==> src/rtl/rt_mem_loader.sv <==
// rt_mem_loader: boot-time loader packing a byte stream into words and writing them through dp_ram port B.
// Define RT_LOADER_VERIFY_EN to read back and compare every written word.
module rt_mem_loader #(
   parameter int                    DATA_WIDTH     = 32,
   parameter int                    ADDR_WIDTH     = 22,
   parameter int                    NUM_WORDS      = 4137,
   parameter logic [ADDR_WIDTH-1:0] BASE_ADDR      = '0,
   parameter int                    TIMEOUT_CYCLES = 256,
   parameter int                    SETTLE_CYCLES  = 3
) (
   input  logic                           clk_i,
   input  logic                           rst_i,
   input  logic                           start_i,
   input  logic                           byte_valid_i,
   input  logic [7:0]                     byte_data_i,
   output logic                           byte_ready_o,
   output logic                           mem_en_o,
   output logic                           mem_we_o,
   output logic [ADDR_WIDTH-1:0]          mem_addr_o,
   output logic [DATA_WIDTH-1:0]          mem_wdata_o,
   output logic [DATA_WIDTH/8-1:0]        mem_be_o,
   output logic                           mem_lim_inhibit_o,
   input  logic                           mem_rvalid_i,
   input  logic [DATA_WIDTH-1:0]          mem_rdata_i,
   output logic                           busy_o,
   output logic                           done_o,
   output logic                           error_o,
   output logic                           fetch_enable_o,
   output logic [$clog2(NUM_WORDS+1)-1:0] words_done_o
);
   localparam int LANES = DATA_WIDTH / 8;
   localparam int LW    = $clog2(LANES);
   localparam int WW    = $clog2(NUM_WORDS + 1);
   localparam int TW    = $clog2(TIMEOUT_CYCLES + 1);
   localparam int SW    = $clog2(SETTLE_CYCLES + 2);
   // Settle latency counts from the last rvalid cycle, so NEXT and the first SETTLE cycle are part of it
   localparam int SETTLE_EXTRA = SETTLE_CYCLES > 3 ? SETTLE_CYCLES - 3 : 0;

   typedef enum logic [3:0] {
      IDLE, GATHER, WRITE, WAIT_W,
`ifdef RT_LOADER_VERIFY_EN
      RD, WAIT_R,
`endif
      NEXT, SETTLE, DONE, ERROR
   } state_t;

   state_t                  state_q, state_d;
   logic [LW-1:0]           lane_q;
   logic [WW-1:0]           words_q;
   logic [ADDR_WIDTH-1:0]   addr_q;
   logic [DATA_WIDTH-1:0]   wdata_q;
   logic [TW-1:0]           tmo_q;
   logic [SW-1:0]           set_q;
   logic                    ready_q, en_q, we_q, busy_q, done_q, err_q;
   logic [LANES-1:0]        be_q;
   logic                    accept, tmo_hit, last, waiting, rd_d;

   assign accept  = ready_q & byte_valid_i;
   assign tmo_hit = tmo_q == TW'(TIMEOUT_CYCLES - 1);
   assign last    = words_q == WW'(NUM_WORDS - 1);

`ifdef RT_LOADER_VERIFY_EN
   assign waiting = state_q == WAIT_W || state_q == WAIT_R;
   assign rd_d    = state_d == RD;
`else
   logic unused_rdata;
   assign unused_rdata = ^mem_rdata_i;
   assign waiting      = state_q == WAIT_W;
   assign rd_d         = 1'b0;
`endif

   always_comb begin
      state_d = state_q;
      case (state_q)
         IDLE:   state_d = start_i ? GATHER : IDLE;
         GATHER: state_d = (accept && lane_q == LW'(LANES - 1)) ? WRITE : GATHER;
         WRITE:  state_d = WAIT_W;
`ifdef RT_LOADER_VERIFY_EN
         WAIT_W: state_d = mem_rvalid_i ? RD : tmo_hit ? ERROR : WAIT_W;
         RD:     state_d = WAIT_R;
         WAIT_R: state_d = mem_rvalid_i ? ((mem_rdata_i == wdata_q) ? NEXT : ERROR)
                                        : tmo_hit ? ERROR : WAIT_R;
`else
         WAIT_W: state_d = mem_rvalid_i ? NEXT : tmo_hit ? ERROR : WAIT_W;
`endif
         NEXT:   state_d = last ? SETTLE : GATHER;
         SETTLE: state_d = (set_q == SW'(SETTLE_EXTRA)) ? DONE : SETTLE;
         default: state_d = state_q;
      endcase
   end

   always_ff @(posedge clk_i) begin
      if (rst_i) begin
         state_q <= IDLE;
         lane_q  <= '0;
         words_q <= '0;
         addr_q  <= BASE_ADDR;
         wdata_q <= '0;
         tmo_q   <= '0;
         set_q   <= '0;
         ready_q <= 1'b0;
         en_q    <= 1'b0;
         we_q    <= 1'b0;
         be_q    <= '0;
         busy_q  <= 1'b0;
         done_q  <= 1'b0;
         err_q   <= 1'b0;
      end else begin
         state_q <= state_d;
         ready_q <= state_d == GATHER;
         en_q    <= state_d == WRITE || rd_d;
         we_q    <= state_d == WRITE;
         be_q    <= {LANES{state_d == WRITE || state_d == WAIT_W}};
         busy_q  <= !(state_d inside {IDLE, DONE, ERROR});
         done_q  <= state_d == DONE;
         err_q   <= state_d == ERROR;
         tmo_q   <= waiting ? tmo_q + 1'b1 : '0;
         set_q   <= state_q == SETTLE ? set_q + 1'b1 : '0;
         if (state_q == IDLE && start_i) begin
            addr_q  <= BASE_ADDR;
            words_q <= '0;
            lane_q  <= '0;
            wdata_q <= '0;
         end
         if (accept) begin
            wdata_q[{lane_q, 3'b000} +: 8] <= byte_data_i;
            lane_q                         <= lane_q == LW'(LANES - 1) ? '0 : lane_q + 1'b1;
         end
         if (state_q == NEXT) begin
            words_q <= words_q + 1'b1;
            addr_q  <= addr_q + ADDR_WIDTH'(LANES);
         end
      end
   end

   assign byte_ready_o      = ready_q;
   assign mem_en_o          = en_q;
   assign mem_we_o          = we_q;
   assign mem_addr_o        = addr_q;
   assign mem_wdata_o       = wdata_q;
   assign mem_be_o          = be_q;
   assign mem_lim_inhibit_o = busy_q;
   assign busy_o            = busy_q;
   assign done_o            = done_q;
   assign error_o           = err_q;
   assign fetch_enable_o    = done_q & ~err_q;
   assign words_done_o      = words_q;
endmodule
==> config.mk <==
export PLATFORM = sky130hd
export DESIGN_NAME = rt_mem_loader
export DESIGN_NICKNAME = d
export VERILOG_FILES = /design/src/rtl/rt_mem_loader.sv
export SDC_FILE = /design/constraint.sdc
export NUM_CORES = 1
export LEC_CHECK = 0
export ABC_CLOCK_PERIOD_IN_PS = 5540
export CORE_MARGIN = 3
export CORE_UTILIZATION = 25
export DETAILED_ROUTE_END_ITERATION = 10
export PLACE_DENSITY = 0.56
export SYNTH_ARGS = -nofsm -noshare
export SYNTH_HDL_FRONTEND = slang
export SYNTH_SLANG_ARGS = --single-unit
==> constraint.sdc <==
create_clock -name clk_i -period 5.54 [get_ports clk_i]
set_clock_uncertainty 0.2 [all_clocks]
set_input_delay 1.385 -clock clk_i [delete_from_list [all_inputs] [get_ports clk_i]]
set_output_delay 1.385 -clock clk_i [all_outputs]
set_load 0.03 [all_outputs]
### Word level (Yosys, flattened, before mapping)

Cells that the tools add are included.

* input port bits: 45
* flip-flop bits (word level): 91

* shift operators: 2
* bitwise gates (word level): 5
* equality and inequality tests: 13
* add/subtract/negate cells: 6
* reduce and logical (&&, ||, !) cells: 12
* muxes and demuxes: 18

Operators by type and width (count)
* $mux W32: 3
* $mux W22: 2
* $bwmux W32: 1
* $shift A8 B7 Y32 const A: 1
* $shiftx A8 B7 Y32: 1
* $mux W13: 2
* $pmux W4 S6: 1
* $add A22 B3 Y22 const B: 1
* $eq A4 B2 Y1 const B: 4
* $eq A4 B3 Y1 const B: 4
* $add A13 B1 Y13 const B: 1
* $eq A13 B13 Y1 const B: 1
* $mux W2: 5
* $add A9 B1 Y9 const B: 1
* $eq A9 B8 Y1 const B: 1
* $mux W3: 3
* $eq A4 B1 Y1 const B: 2
* $logic_not A4 Y1: 2
* $neg A5 Y7: 1
* $reduce_bool A2 Y1: 2
* $reduce_or A2 Y1: 2
* $add A3 B1 Y3 const B: 1
* $logic_not A3 Y1: 1
* $not A1 Y1: 3
* other kinds (8): 10

### Longest topological paths before layout

* word-level depth: 7
* gate-level depth with buffers: 8
* mapped depth without buffers: 8

### Worst setup path before layout

No wires, ideal clock.

* kind: input-to-reg
* start: in byte_valid_i
* end: reg wdata_q[16], in the netlist mem_wdata_o[16]
* buffers on the path: 0
* required time: 5273 ps
* setup time: 67 ps
* setup slack: 2789 ps
* stages on the path: 4
* arrival time: 2484 ps
* cell sequence: nand2_1 nor4_1 a22oi_1 nor2_1

* cells in the longest elaborated chain, start to end: 2

Ends and longest elaborated chain
* start: declaration: RTL line 14 `input logic byte_valid_i,`
* $and A1 B1 Y1: RTL line 58 `assign accept = ready_q & byte_valid_i;`
* $mux W32: RTL line 125 `if (accept) begin`
* end signal: indexed assignment: RTL line 126 `wdata_q[{lane_q, 3'b000} +: 8] <= byte_data_i;`
* end: declaration: RTL line 51 `logic [DATA_WIDTH-1:0] wdata_q;`

No other way between the ends.
A chain may end at the register's enable or synchronous reset.

### Worst setup path after layout

* start: in byte_valid_i
* end: reg wdata_q[26], in the netlist mem_wdata_o[26]

Same word-level chain as after synthesis.

==> metrics.md <==
| Metric | Value |
|---|---|
| Commonest cells in the netlist | `dfxtp_1 (89), nor2_1 (61), a21oi_1 (34)` |
| Final WL | `10600 µm` |
| DRC | `0` |
| ANT cells | `0` |
| Most used DFF post-synth | `dfxtp_1` |
| Core area | `15400 µm²` |
| CTS resizes | `0` |
| Post-layout total power | `around 1.4 mW` |
| Worst Setup Start Kind | `input pin` |
| Final Setup Violations | `0` |
| Final net count | `575` |
| Avg Cell Area, Syn | `9.01 µm²` |
| Worst endpoint data arrival time | `~3.4 ns` |
| Clock sinks | `slightly below 90` |
| DRT iter0 DRCs | `slightly above 200` |
| Gr usage total | `0.123` |
| Total CTS buffers | `9` |
| Share of the synthesized area in the top cell type | `0.448` |
| Sequential share of the synthesized area | `0.448` |
| WL/cell | `14.5 µm` |
| Status | `complete, no violations` |
| Synth Instances | `about 440` |
| Setup TNS | `0 ns` |
| DR pass1 iterations | `4` |
| Routability cong. | `0.797` |
| HPWL Detailed | `about 7400 µm` |
| Leakage Power | `around 1.8 nW` |
| Die width | `around 130 µm` |
| Hold_ws | `around 0.25 ns` |
| Crit Path Max Fanout | `8` |
| Power Density | `259 nW/µm²` |
| Mapped Area | `approximately 4000 µm²` |
| EDFF count, synth | `0` |
| Vias/cell | `approximately 4.9` |
| Clk pin slew, worst setup/hold paths | `approximately 0.07 ns` |
| Core Rows | `45` |
| CTS Hold Buffers Added | `0` |
| CP peak stage delay | `~0.9 ns` |
| Layout area overhead | `34.1%` |
| Fin. max-slew vios | `0` |
| Syn. warnings | `0` |
| Final antenna-violating net count | `0` |
| Die Y-Extent | `132 µm` |
| Register bit total from synthesis | `roughly 90` |
| Worst Hold Class | `reg2reg` |
| Maximum VDD drop | `0.125 mV` |
| Count of cell types in the netlist | `57` |
| Initial core utilization | `0.259` |
| R2R Setup Slk | `roughly 2.6 ns` |
| Filler cell count | `1581` |
| Critical path class | `in2reg` |
| Most numerous cell in the Yosys netlist | `dfxtp_1` |
| Clock Latency Late Sink | `~0.34 ns` |
| CTS Root Buffer Type | `clkbuf_16` |
| Worst setup EP type | `flip-flop` |
| Post-synth top area cell | `dfxtp_1` |
| Synth async-reset ratio | `0` |
| Layout Cell Area excl Fill | `roughly 5300 µm²` |
| Top Ports | `124` |
| Final hold violation count | `0` |
| DIE AREA | `17400 µm²` |
| Ranking of synthesized cells by area | `dfxtp_1 (45%), a22oi_1 (6.0%), nor2_1 (5.8%)` |
| Peak Freq | `between 200 and 300 MHz` |
| Critical Path, Cell by Cell | `clkdlybuf4s50_1, nand2_1, nor3_1, a22oi_1, nor2_1` |
| Via count | `between 3k and 4k` |
| CP max stage cell | `nor3_1` |
| First-pass GRT wire length | `~18000 µm` |
| GRT overflow | `0` |
| MaxCap Viol Count | `0` |
| Post-CTS setup buffers | `0` |
| Htree depth | `3` |
| Placed cell area | `5000 µm²` |
| Tcrit/Tclk final | `0.608` |
| RSZ-0062 raised after global routing | `no` |
| Share of cells above drive strength 1 | `0.0632` |
| Vias in the first global route | `roughly 3.5k` |
| Minimum clock period | `3.37 ns` |
| Clock buffer depth | `2` |
| Largest net degree at the start of global routing | `48` |
| CTS tree | `built` |
| Antenna violations before repair | `0` |
| Worst-Margin Slew | `~1.1 ns` |
| Slew margin rel. | `0.291` |
| PortBufs | `89` |
| Worst EP required | `between 5 and 6 ns` |
-- cell usage in the layout (no fill, tap or decap), types with 10 or more instances in the layout --
cell	n
dfxtp_1	89
clkdlybuf4s50_1	88
nor2_1	61
a21oi_1	34
a22oi_1	32
nand3_1	17
inv_1	16
nand2_1	14
ha_1	13
or3_1	12
o21ai_0	10
-- worst max-delay path: cells and delay by family --
| kind | cells | cell delay (ns) |
|---|---|---|
| AND/OR/NAND/NOR | 3 | 1.21 |
| buffers and inverters | 1 | 0.62 |
| AO/OA/AOI/OAI | 1 | 0.22 |
-- worst paths after layout --
check               startpoint              end  cells past startpoint
setup / recovery  byte_valid_i  mem_wdata_o[26]                      5
hold reg to reg       set_q[0]         set_q[0]                      1
setup reg to reg    state_q[2]   mem_addr_o[21]                      4
hold / removal        set_q[0]         set_q[0]                      1
-- area by class of cell --
cell class,instances,area (µm²),area share
Tap cell,211,264,0.0496
Clock inverter,7,100,0.0188
Multi-Input combinational cell,309,1990,0.373
Clock buffer,9,225,0.0423
Inverter,16,60.1,0.0113
Sequential cell,89,1780,0.334
Timing Repair Buffer,92,908,0.171
-- metal layers --
layer	share of wire	global-route usage
met5	0	0
met4	0.024	0.0484
met3	0.092	0.0557
met2	0.44	0.186
met1	0.45	0.154
-- state kept, by name, summed over array words and instances (netlist names) --
name,flops
byte_ready_o,1
done_o,1
tmo_q,9
lane_q,2
mem_be_o,1
mem_we_o,1
busy_o,1
words_done_o,13
set_q,3
mem_addr_o,20
state_q,4
mem_wdata_o,32
error_o,1
-- cells by family after synthesis --
logic type,count (synthesis),synth area share
XOR/XNOR,5,0.0110
AO/OA/AOI/OAI,113,0.192
other,1,0.000944
AND/OR/NAND/NOR,174,0.248
flip-flops,89,0.448
multiplexers,2,0.00567
buffers and inverters,44,0.0523
adder cells (fa/ha/maj),13,0.0409
-- per-stage QoR --
| step | cells | setup WS [ns] | utilization |
|---|---|---|---|
| floorplan | 442 | 2.79 | - |
| global placement | 717 | 1.96 | 0.325 |
| detailed placement | 717 | 1.88 | 0.325 |
| CTS | 733 | 2.24 | 0.347 |
| global route | 733 | 2.06 | 0.347 |
| finish | 733 | 2.17 | 0.347 |
-- power by group --
part           switching (mW)  internal [mW]  total, mW
clock                   0.263          0.398      0.661
combinational          0.0483         0.0236     0.0719
sequential            0.00590          0.644      0.650
total                   0.317           1.07       1.38
Power figures use the tool's default switching activity.
